`src/rtl/muldiv_unit_if.sv`:
```
// Request/response bundle for the iterative multiply/divide unit.
// The controller drives the master side; the unit implements the slave side.
interface muldiv_unit_if #(
  parameter int XLEN = 32
);
  logic            in_valid;
  logic            in_ready;
  logic [2:0]      funct3;
  logic [XLEN-1:0] srca;
  logic [XLEN-1:0] srcb;
  logic            out_valid;
  logic            out_ready;
  logic [XLEN-1:0] result;

  modport master (
    output in_valid, funct3, srca, srcb, out_ready,
    input  in_ready, out_valid, result
  );

  modport slave (
    input  in_valid, funct3, srca, srcb, out_ready,
    output in_ready, out_valid, result
  );
endinterface

```
`src/rtl/muldiv_unit.sv`:
```
// RV32M/RV64M multiply/divide unit: one bit per cycle, shift-add multiply
// and restoring divide on operand magnitudes, with a 1-cycle divide fast path.
module muldiv_unit #(
  parameter int XLEN = 32
) (
  input  logic         clk,
  input  logic         reset_n,
  muldiv_unit_if.slave bus
);
  localparam int              CW   = $clog2(XLEN + 1);
  localparam logic [XLEN-1:0] SMIN = {1'b1, {(XLEN-1){1'b0}}};

  typedef enum logic [1:0] {IDLE = 2'd0, CALC = 2'd1, DONE = 2'd2} state_t;

  state_t          r_state, w_state_nxt;
  logic [2:0]      r_op;
  logic            r_neg, r_fast;
  logic [XLEN-1:0] r_fast_res, r_m, r_hi, r_lo, r_result;
  logic [CW-1:0]   r_cnt;

  logic            w_accept, w_in_ready, w_out_valid, w_last;
  logic            w_a_sgn, w_b_sgn, w_a_neg, w_b_neg, w_neg, w_div0, w_ovf;
  logic [XLEN-1:0] w_a_mag, w_b_mag, w_fast_res, w_hi_nxt, w_lo_nxt;
  logic [XLEN:0]   w_mul_sum, w_trial, w_diff;

  function automatic logic [XLEN-1:0] f_mag(input logic [XLEN-1:0] v, input logic neg);
    return neg ? (~v + 1'b1) : v;
  endfunction

  // p holds {hi, lo}: the full product for multiplies, {remainder, quotient} for divides.
  function automatic logic [XLEN-1:0] f_finish(input logic [2:0] op, input logic neg,
                                               input logic [2*XLEN-1:0] p);
    logic [2*XLEN-1:0] sp;
    logic [XLEN-1:0]   hi, lo;
    sp = neg ? (~p + 1'b1) : p;
    hi = p[2*XLEN-1:XLEN];
    lo = p[XLEN-1:0];
    case (op)
      3'b000:                 f_finish = sp[XLEN-1:0];
      3'b001, 3'b010, 3'b011: f_finish = sp[2*XLEN-1:XLEN];
      3'b100, 3'b101:         f_finish = neg ? (~lo + 1'b1) : lo;
      default:                f_finish = neg ? (~hi + 1'b1) : hi;
    endcase
  endfunction

  // Operand decode, evaluated on the accept edge only.
  always_comb begin
    w_a_sgn    = (bus.funct3 == 3'b001) || (bus.funct3 == 3'b010) ||
                 (bus.funct3 == 3'b100) || (bus.funct3 == 3'b110);
    w_b_sgn    = (bus.funct3 == 3'b001) || (bus.funct3 == 3'b100) ||
                 (bus.funct3 == 3'b110);
    w_a_neg    = w_a_sgn & bus.srca[XLEN-1];
    w_b_neg    = w_b_sgn & bus.srcb[XLEN-1];
    w_neg      = (bus.funct3[2] & bus.funct3[1]) ? w_a_neg : (w_a_neg ^ w_b_neg);
    w_a_mag    = f_mag(bus.srca, w_a_neg);
    w_b_mag    = f_mag(bus.srcb, w_b_neg);
    w_div0     = bus.funct3[2] & (bus.srcb == '0);
    w_ovf      = bus.funct3[2] & ~bus.funct3[0] & (bus.srca == SMIN) & (bus.srcb == '1);
    if (w_div0) w_fast_res = bus.funct3[1] ? bus.srca : '1;
    else        w_fast_res = bus.funct3[1] ? '0 : bus.srca;
  end

  // One iteration step: shift-add for multiply, restoring subtract for divide.
  always_comb begin
    w_mul_sum = {1'b0, r_hi} + (r_lo[0] ? {1'b0, r_m} : '0);
    w_trial   = {r_hi, r_lo[XLEN-1]};
    w_diff    = w_trial - {1'b0, r_m};
    if (r_op[2]) begin
      w_hi_nxt = w_diff[XLEN] ? w_trial[XLEN-1:0] : w_diff[XLEN-1:0];
      w_lo_nxt = {r_lo[XLEN-2:0], ~w_diff[XLEN]};
    end else begin
      w_hi_nxt = w_mul_sum[XLEN:1];
      w_lo_nxt = {w_mul_sum[0], r_lo[XLEN-1:1]};
    end
  end

  always_ff @(posedge clk or negedge reset_n) begin
    if (!reset_n) r_state <= IDLE;
    else          r_state <= w_state_nxt;
  end

  always_comb begin
    w_state_nxt = r_state;
    w_in_ready  = 1'b0;
    w_out_valid = 1'b0;
    w_last      = (r_cnt == CW'(XLEN - 1));
    case (r_state)
      IDLE: begin
        w_in_ready = 1'b1;
        if (bus.in_valid) w_state_nxt = CALC;
      end
      CALC: begin
        if (r_fast || w_last) w_state_nxt = DONE;
      end
      DONE: begin
        w_out_valid = 1'b1;
        if (bus.out_ready) w_state_nxt = IDLE;
      end
      default: w_state_nxt = IDLE;
    endcase
    w_accept = w_in_ready & bus.in_valid;
  end

  always_ff @(posedge clk or negedge reset_n) begin
    if (!reset_n) begin
      r_op       <= '0;
      r_neg      <= 1'b0;
      r_fast     <= 1'b0;
      r_fast_res <= '0;
      r_m        <= '0;
      r_hi       <= '0;
      r_lo       <= '0;
      r_cnt      <= '0;
      r_result   <= '0;
    end else if (w_accept) begin
      r_op       <= bus.funct3;
      r_neg      <= w_neg;
      r_fast     <= w_div0 | w_ovf;
      r_fast_res <= w_fast_res;
      r_m        <= bus.funct3[2] ? w_b_mag : w_a_mag;
      r_lo       <= bus.funct3[2] ? w_a_mag : w_b_mag;
      r_hi       <= '0;
      r_cnt      <= '0;
    end else if (r_state == CALC) begin
      if (r_fast) begin
        r_result <= r_fast_res;
      end else begin
        r_hi  <= w_hi_nxt;
        r_lo  <= w_lo_nxt;
        r_cnt <= r_cnt + 1'b1;
        if (w_last) r_result <= f_finish(r_op, r_neg, {w_hi_nxt, w_lo_nxt});
      end
    end
  end

  assign bus.in_ready  = w_in_ready;
  assign bus.out_valid = w_out_valid;
  assign bus.result    = r_result;
endmodule

```
`src/flat_wrapper.sv`:
```
// flat-port wrapper written by rule: the top's interface ports become plain ports
module muldiv_unit_flat 
#(
  parameter int XLEN = 32
)
  (clk, reset_n, bus_in_valid, bus_funct3, bus_srca, bus_srcb, bus_out_ready, bus_in_ready, bus_out_valid, bus_result);
  muldiv_unit_if #(.XLEN(XLEN)) bus_i ();
  input  logic clk;
  input  logic reset_n;
  input wire logic [$bits(bus_i.in_valid)-1:0] bus_in_valid;
  input wire logic [$bits(bus_i.funct3)-1:0] bus_funct3;
  input wire logic [$bits(bus_i.srca)-1:0] bus_srca;
  input wire logic [$bits(bus_i.srcb)-1:0] bus_srcb;
  input wire logic [$bits(bus_i.out_ready)-1:0] bus_out_ready;
  output wire logic [$bits(bus_i.in_ready)-1:0] bus_in_ready;
  output wire logic [$bits(bus_i.out_valid)-1:0] bus_out_valid;
  output wire logic [$bits(bus_i.result)-1:0] bus_result;
  assign bus_i.in_valid = bus_in_valid;
  assign bus_i.funct3 = bus_funct3;
  assign bus_i.srca = bus_srca;
  assign bus_i.srcb = bus_srcb;
  assign bus_i.out_ready = bus_out_ready;
  assign bus_in_ready = bus_i.in_ready;
  assign bus_out_valid = bus_i.out_valid;
  assign bus_result = bus_i.result;
  muldiv_unit #(.XLEN(XLEN)) u_core (.clk(clk), .reset_n(reset_n), .bus(bus_i));
endmodule
```
`config.mk`:
```
export PLATFORM = sky130hd
export DESIGN_NAME = muldiv_unit_flat
export DESIGN_NICKNAME = d
export VERILOG_FILES = /design/src/rtl/muldiv_unit_if.sv /design/src/rtl/muldiv_unit.sv /design/src/flat_wrapper.sv
export SDC_FILE = /design/constraint.sdc
export NUM_CORES = 1
export LEC_CHECK = 0
export CAP_MARGIN = 20
export CELL_PAD_IN_SITES_DETAIL_PLACEMENT = 1
export CELL_PAD_IN_SITES_GLOBAL_PLACEMENT = 1
export CORE_MARGIN = 3
export CORE_UTILIZATION = 40
export DETAILED_ROUTE_END_ITERATION = 6
export PLACE_DENSITY_LB_ADDON = 0.1
export SYNTH_ARGS = -nofsm -noshare
export SYNTH_HDL_FRONTEND = slang
export SYNTH_SLANG_ARGS = --single-unit
```
`constraint.sdc`:
```
create_clock -name clk -period 5.29 [get_ports clk]
set_input_delay 1.058 -clock clk [delete_from_list [all_inputs] [get_ports clk]]
set_output_delay 1.058 -clock clk [all_outputs]
set_load 0.005 [all_outputs]
```
## Word-level counts from Yosys, hierarchy flattened

Index checks and enable logic that the tools add are counted.
W data, S select, Z words.

- Add/sub/neg operators: 8
- Equality and inequality tests: 18
- Mux-type cells: 33
- Bitwise operators: 18
- Reductions and logical operators: 16

Operator list:

| kind | count |
|---|---|
| $mux W32 | 21 |
| $add A32 B1 Y32 const B | 4 |
| $not A32 Y32 | 4 |
| $pmux W32 S3 | 1 |
| $add A64 B1 Y64 const B | 1 |
| $eq A32 B32 Y1 const B | 2 |
| $mux W64 | 1 |
| $not A64 Y64 | 1 |
| $add A32 B33 Y33 | 1 |
| $sub A33 B32 Y33 | 1 |
| $logic_not A32 Y1 | 1 |
| $mux W6 | 3 |
| $eq A3 B3 Y1 const B | 4 |
| $eq A3 B2 Y1 const B | 3 |
| $and A1 B1 Y1 | 8 |
| $add A6 B1 Y6 const B | 1 |
| $eq A3 B1 Y1 const B | 2 |
| $eq A6 B5 Y1 const B | 1 |
| $logic_or A1 B1 Y1 | 6 |
| $mux W2 | 3 |
| $ne A2 B2 Y1 const B | 3 |
| $pmux W2 S3 | 1 |
| $reduce_and A3 Y1 | 2 |
| $reduce_bool A2 Y1 | 2 |
| other kinds (12) | 16 |

- Register bits after elaboration: 173
- Input bits: 71
- Output and inout port bits: 34
- Word-level logic and storage cells: 103

## Longest topological paths before layout

- Depth after elaboration: 9
- Mapped depth: 23
- Depth with buffers taken out: 23

## Worst setup path before layout

Ideal clock, no wire load.

- Path kind: register -> register
- Start point: reg u_core.r_op[2]
- End point: reg u_core.r_result[20], in the netlist u_core.bus.result[20]
- Setup time: 0.073 ns
- Arrival time: 5.396 ns
- Data required time: 5.217 ns
- Path slack: -0.179 ns
- Cell stages (with the launch flop): 22
- Buffers on the path: 8
- Period minus slack after synthesis: 5.469 ns
- Cells stage by stage: dfrtp_1 -> buf_2 -> buf_2 -> buf_2 -> buf_2 -> buf_1 -> clkbuf_1 -> clkbuf_1 -> buf_2 -> nor2b_1 -> nor2_1 -> ha_1 -> o21ai_0 -> or3_1 -> nor3_1 -> and4_1 -> nand2_1 -> or4b_4 -> a21oi_2 -> o21ai_1 -> a221o_1 -> a21oi_2

- Cells in the longest elaborated chain, start to end: 7
- Elaborated cells between the ends (all ways): 22
- Those cells by class: add/sub (3); eq/ne (5); mux (8); bitwise (3); reduce/logical (3)

Ends and longest elaborated chain:

| what | RTL line | RTL |
|---|---|---|
| start: declaration | muldiv_unit.sv:16 | `logic [2:0] r_op;` |
| start signal: assignment | muldiv_unit.sv:116 | `r_op <= bus.funct3;` |
| $mux W32 | muldiv_unit.sv:68 | `if (r_op[2]) begin` |
| $not A64 Y64 (tied with other cells) | muldiv_unit.sv:35 | `sp = neg ? (~p + 1'b1) : p;` |
| $add A64 B1 Y64 (tied with other cells) | muldiv_unit.sv:35 |  |
| $mux W64 (tied with other cells) | muldiv_unit.sv:35 |  |
| $pmux W32 S3 * | muldiv_unit.sv:38 | `case (op)` |
| $mux W32 * | muldiv_unit.sv:131 | `if (w_last) r_result <= f_finish(r_op, r_neg, {w_hi_nxt, w_lo_nxt});` |
| $mux W32 * | muldiv_unit.sv:125 | `if (r_fast) begin` |
| end signal: assignment | muldiv_unit.sv:126 | `r_result <= r_fast_res;` |
| end signal: assignment | muldiv_unit.sv:131 |  |
| end: declaration | muldiv_unit.sv:18 | `logic [XLEN-1:0] r_fast_res, r_m, r_hi, r_lo, r_result;` |

Mark *: on every way between the ends. The rest lies on a longest branch, timed or not. The select of a mux whose other input is x is not followed.
A chain may end at the register's enable or synchronous reset.

## Worst setup path after layout

- Start point: reg u_core.r_lo[0]
- End point: reg u_core.r_result[20], in the netlist u_core.bus.result[20]

- Cells in the longest elaborated chain, start to end: 9
- Elaborated cells between the ends (all ways): 16
- Those cells by class: add/sub (4); mux (9); bitwise (3)

Ends and longest elaborated chain:

| what | RTL line | RTL |
|---|---|---|
| start: declaration | muldiv_unit.sv:18 |  |
| start signal: assignment | muldiv_unit.sv:121 | `r_lo <= bus.funct3[2] ? w_a_mag : w_b_mag;` |
| start signal: assignment | muldiv_unit.sv:129 | `r_lo <= w_lo_nxt;` |
| $mux W32 | muldiv_unit.sv:65 | `w_mul_sum = {1'b0, r_hi} + (r_lo[0] ? {1'b0, r_m} : '0);` |
| $add A32 B33 Y33 | muldiv_unit.sv:65 |  |
| $mux W32 | muldiv_unit.sv:68 |  |
| $not A64 Y64 or $not A32 Y32 (tied branches) | muldiv_unit.sv:35, muldiv_unit.sv:42 |  |
| $add A64 B1 Y64 or $add A32 B1 Y32 (tied branches) | muldiv_unit.sv:35, muldiv_unit.sv:42 |  |
| $mux W64 or $mux W32 (tied branches) | muldiv_unit.sv:35, muldiv_unit.sv:42 |  |
| $pmux W32 S3 * | muldiv_unit.sv:38 |  |
| $mux W32 * | muldiv_unit.sv:131 |  |
| $mux W32 * | muldiv_unit.sv:125 |  |

Marks and branches as above.

==> impl_table.tex <==
\begin{tabular}{lr}
\hline
Metric & Value \\
\hline
\multicolumn{2}{l}{\textbf{Worst setup path}} \\
Startpoint type of the worst setup path & flop \\
Worst path slowest cell & sky130\_fd\_sc\_hd\_\_dfrtp\_1 \\
Sort of element at the end of the critical path & flop \\
Dominant delay contributor by cell family on the critical path & compound AO/OA/AOI/OAI gates \\
Critical-path maximum fanout & 14 \\
Buffers and inverters on the worst path & 2 \\
List of cells traversed by the critical path & buf\_4, and2\_1, ha\_1, a21oi\_1, o21ai\_0, a21oi\_1, buf\_4, xnor2\_1, or3\_1, o41ai\_1, o32ai\_2, nor3\_1, or4b\_4, a21oi\_2, o21ai\_1, a221o\_1, a21oi\_2 \\
Setup CP Type & reg -> reg \\
Critical path required time & 5.70 ns \\
Arrival time of the worst setup path & 5.55 ns \\
Maximum cell stage delay along the critical path & 0.56 ns \\
\multicolumn{2}{l}{\textbf{Yosys}} \\
Synth Instances & around 2300 \\
Mapped Avg Cell Area & 7.426 um\^{}2 \\
Number of enable flip-flop cells after synthesis & 0 \\
Count of unique library cells instantiated by Yosys & 98 \\
Synth async-reset ratio & 100.0\% \\
Post-synthesis register bit count & 173 \\
Ys flop type & sky130\_fd\_sc\_hd\_\_dfrtp\_1 \\
Synthesized net count & 2457 \\
Warning count from the yosys run & 0 \\
Post-synthesis sequential area ratio & 25.19\% \\
Cell taking the most area after synthesis & sky130\_fd\_sc\_hd\_\_dfrtp\_1 \\
Dominant cells by area after synthesis & sky130\_fd\_sc\_hd\_\_dfrtp\_1, sky130\_fd\_sc\_hd\_\_nand2\_1, sky130\_fd\_sc\_hd\_\_o21ai\_0, sky130\_fd\_sc\_hd\_\_a21oi\_1, sky130\_fd\_sc\_hd\_\_xnor2\_1 \\
Top-area cell type share of the netlist area & 25.19\% \\
Summed instance area of the synthesized netlist & 17180 um\^{}2 \\
\multicolumn{2}{l}{\textbf{Flow run}} \\
Max cap viols & 0 \\
\multicolumn{2}{l}{\textbf{Die}} \\
Core area & 42230 um\^{}2 \\
Vertical extent of the die & 213.3 um \\
Horizontal extent of the die & roughly 210 um \\
Number of cell rows & between 70 and 80 \\
Number of top-level pins & between 100 and 150 \\
Floorplan die area & about 45000 um\^{}2 \\
Starting density of the core & approximately 40\% \\
\multicolumn{2}{l}{\textbf{GRT}} \\
Antenna violations before repair & 2 \\
Global-route congestion overflow total & 0 \\
Global-route wire length before repair & 118300 um \\
Global-route usage over all layers & 34.68\% \\
Number of global-route vias before repair & 18680 \\
Pin count of the biggest net entering global routing & 99 \\
\multicolumn{2}{l}{\textbf{Place}} \\
Sum of net half-perimeters after detailed placement & 63180 um \\
Final Wtd Congestion & 0.9667 \\
Worst slack, placed & 0.04010 ns \\
Number of buffer cells added on primary ports & around 100 \\
\multicolumn{2}{l}{\textbf{Power and ir drop}} \\
Leakage power total & 0.008378 uW \\
Maximum vdd ir drop & between 0.3 and 0.4 mV \\
Power density normalized to cell area & 759.5 nW/um\^{}2 \\
\multicolumn{2}{l}{\textbf{Timing}} \\
RSZ-0062 raised after global routing & true \\
Worst clock skew on the final layout & 0.01053 ns \\
TNS Setup & 0 ns \\
Slew Viols, Final & 0 \\
Fin crit period & 5.132 ns \\
Final clock period utilization by the worst path & a little over nine tenths \\
Finish-stage setup viols & 0 \\
Worst slew margin relative to its limit & around a third \\
Slack of the critical path & 0.1576 ns \\
FMAX & 0.1948 GHz \\
Worst Tran Pin Value & 1.001 ns \\
Final Hold Viols & 0 \\
\multicolumn{2}{l}{\textbf{Clock network}} \\
Max Buffers Root-to-Sink & 2 \\
Later-pin clock latency in the skew report & around 0.48 ns \\
Clock-pin transition on the worst setup and hold timing paths & 0.07 ns \\
CTS Buf Count & 17 \\
Htree depth & 4 \\
Number of sinks on the clock net & 173 \\
Clock tree from TritonCTS & built \\
Clock root buffer & sky130\_fd\_sc\_hd\_\_clkbuf\_16 \\
Post-CTS Hold Buffers & 0 \\
\multicolumn{2}{l}{\textbf{Final layout}} \\
Layout overhead on the synthesized area & 16.97\% \\
Antenna diode count & 0 \\
\# fillers & approximately 5300 \\
Layout cell share with drive strength beyond 1 & between 10\% and 20\% \\
Fin nets & roughly 2600 \\
\multicolumn{2}{l}{\textbf{Detailed routing}} \\
Remaining DRCs & 0 \\
Total via count after detailed routing & approximately 19000 \\
Drt first-iter violations & 1512 \\
Avg Vias per Cell & 6.288 \\
Routed wire length & 79500 um \\
First-pass iteration count of the detailed router & 7 \\
Routed wire per std cell & 26.53 um \\
Number of nets with antenna violations after detailed routing & 0 \\
\multicolumn{2}{l}{\textbf{Outcome}} \\
Result of the run & complete, no violations \\
\multicolumn{2}{l}{\textbf{Min path}} \\
Worst Hold Class & reg -> reg \\
\hline
\end{tabular}
metrics by stage:
stage / power, uW / std cells / instance area, um^2 / hold slack (ns) / utilization (%)
6_report: 15270 / 2997 / 20100 / 0.4815 / 47.60
5_1_grt: 16190 / 2997 / 20100 / 0.5061 / 47.60
4_1_cts: 14950 / 2991 / 20000 / 0.4821 / 47.37
3_5_place_dp: 13640 / 2960 / 19460 / 0.4658 / 46.08
3_3_place_gp: 13430 / 2960 / 19460 / 0.4562 / 46.08
2_1_floorplan: 9212 / 2314 / 17190 / 0.4408 / -
final timing paths:
kind	start	end	slack, ns	cells past startpoint
worst max-delay path	u_core.r_lo[0]$_DFFE_PN0P_	u_core.bus.result[20]$_DFFE_PN0P_	0.16	17
worst min-delay path	u_core.r_fast_res[30]$_DFFE_PN0P_	u_core.r_fast_res[30]$_DFFE_PN0P_	0.48	2
worst max register to register	u_core.r_lo[0]$_DFFE_PN0P_	u_core.bus.result[20]$_DFFE_PN0P_	0.16	17
worst min register to register	u_core.r_fast_res[30]$_DFFE_PN0P_	u_core.r_fast_res[30]$_DFFE_PN0P_	0.48	2
max in group asynchronous	reset_n	u_core.r_neg$_DFFE_PN0P_	3.44	2
min in group asynchronous	reset_n	u_core.r_m[17]$_DFFE_PN0P_	0.64	1
kinds of logic (layout without fill, tap and decap cells):
kind of cell / count (synthesis) / in the layout / share of synthesized area, %
compound gates: 787 / 787 / 29.37
mux: 54 / 54 / 3.211
flops: 173 / 173 / 25.19
simple gates: 844 / 844 / 23.31
buf+inv: 216 / 360 / 5.017
fa+ha+maj: 72 / 72 / 5.330
xor+xnor: 168 / 168 / 8.563
synthesized netlist by cell type (all sizes together) (9+ instances only):
cell type / count
nand2: 347
o21ai: 268
a21oi: 192
dfrtp: 173
nor2: 171
xnor2: 106
clkbuf: 103
inv: 73
ha: 70
xor2: 62
and2: 55
nor3: 52
o211ai: 48
mux2i: 45
nand3: 40
buf: 39
a31oi: 36
a21o: 31
nand4: 25
or3: 24
a211oi: 22
nand2b: 21
nor4: 20
o31ai: 20
a22o: 19
o221ai: 19
and3: 18
o21a: 14
nor2b: 13
or2: 12
or4: 12
a311oi: 10
o41ai: 10
a221oi: 9
mux2: 9
nor3b: 9
o21bai: 9
sequential cells by signal, summed over array words and instances (netlist names):
signal / count
u_core.bus.result: 32
u_core.r_fast_res: 32
u_core.r_hi: 32
u_core.r_lo: 32
u_core.r_m: 32
u_core.r_cnt: 6
u_core.r_op: 3
u_core.r_state: 2
u_core.r_fast: 1
u_core.r_neg: 1
worst min-delay path, cell delays in order, from the launching register on:
cell and delay (ns):
sky130_fd_sc_hd__dfrtp_1 0.35, sky130_fd_sc_hd__nand2_1 0.05, sky130_fd_sc_hd__o21ai_0 0.06
area by class of cell:
cell class	instances	area (um^2)	share of cell area (%)
clock inverters	13	112.6	0.5602
multi-input cells	1925	12080	60.08
inverters	74	277.8	1.382
repair buffers	255	2196	10.92
clock buffers	18	429.2	2.135
well taps	539	674.4	3.355
flip-flops and latches	173	4334	21.56
repair_timing:
item                       in CTS  in global routing
resized for setup               0                 14
setup endpoints to repair       0                 19
buffers inserted                0                  6
layout by cell type, fill, tap and decap left out, types with 8 or more instances in the layout:
cell type	synthesis	final
sky130_fd_sc_hd__a211oi_1	19	19
sky130_fd_sc_hd__o41ai_1	8	8
sky130_fd_sc_hd__a221oi_1	9	9
sky130_fd_sc_hd__a21oi_1	187	187
sky130_fd_sc_hd__ha_1	70	69
sky130_fd_sc_hd__or2_2	9	9
sky130_fd_sc_hd__nand2b_1	21	20
sky130_fd_sc_hd__a22o_1	19	19
sky130_fd_sc_hd__nor2b_1	13	13
sky130_fd_sc_hd__a31oi_1	36	36
sky130_fd_sc_hd__inv_1	72	72
sky130_fd_sc_hd__mux2i_1	45	45
sky130_fd_sc_hd__xor2_1	62	62
sky130_fd_sc_hd__o21a_1	14	14
sky130_fd_sc_hd__o31ai_1	20	20
sky130_fd_sc_hd__a21o_1	31	31
sky130_fd_sc_hd__nand2_1	346	345
sky130_fd_sc_hd__nor3b_1	9	9
sky130_fd_sc_hd__and2_1	55	54
sky130_fd_sc_hd__or4_1	12	12
sky130_fd_sc_hd__o21ai_1	11	9
sky130_fd_sc_hd__and3_1	17	17
sky130_fd_sc_hd__clkbuf_16	0	17
sky130_fd_sc_hd__o21bai_1	9	8
sky130_fd_sc_hd__nor4_1	20	20
sky130_fd_sc_hd__a311oi_1	9	9
sky130_fd_sc_hd__xnor2_1	106	106
sky130_fd_sc_hd__nor3_1	49	47
sky130_fd_sc_hd__clkdlybuf4s50_1	0	102
sky130_fd_sc_hd__nand4_1	25	25
sky130_fd_sc_hd__mux2_2	9	9
sky130_fd_sc_hd__o211ai_1	46	46
sky130_fd_sc_hd__nor2_1	170	168
sky130_fd_sc_hd__o21ai_0	255	255
sky130_fd_sc_hd__nand3_1	40	40
sky130_fd_sc_hd__or3_1	24	23
sky130_fd_sc_hd__dfrtp_1	173	171
sky130_fd_sc_hd__o221ai_1	19	19
sky130_fd_sc_hd__buf_4	2	149
where the power goes:
group / total, uW / switching [uW] / internal (uW)
Clock: 1260 / 647 / 609
Combinational: 11500 / 7250 / 4200
Sequential: 2560 / 641 / 1920
metal layers:
layer / vias up / part of all wire [%] / GRT usage (%)
met3: 161 / 6.0 / 5.848
met4: 2 / 4.5 / 14.45
li1: 8659 / - / -
met1: 9405 / 43 / 45.15
met2: 619 / 47 / 57.19
met5: - / 0.014 / 0
(Power assumes the default switching activity.)
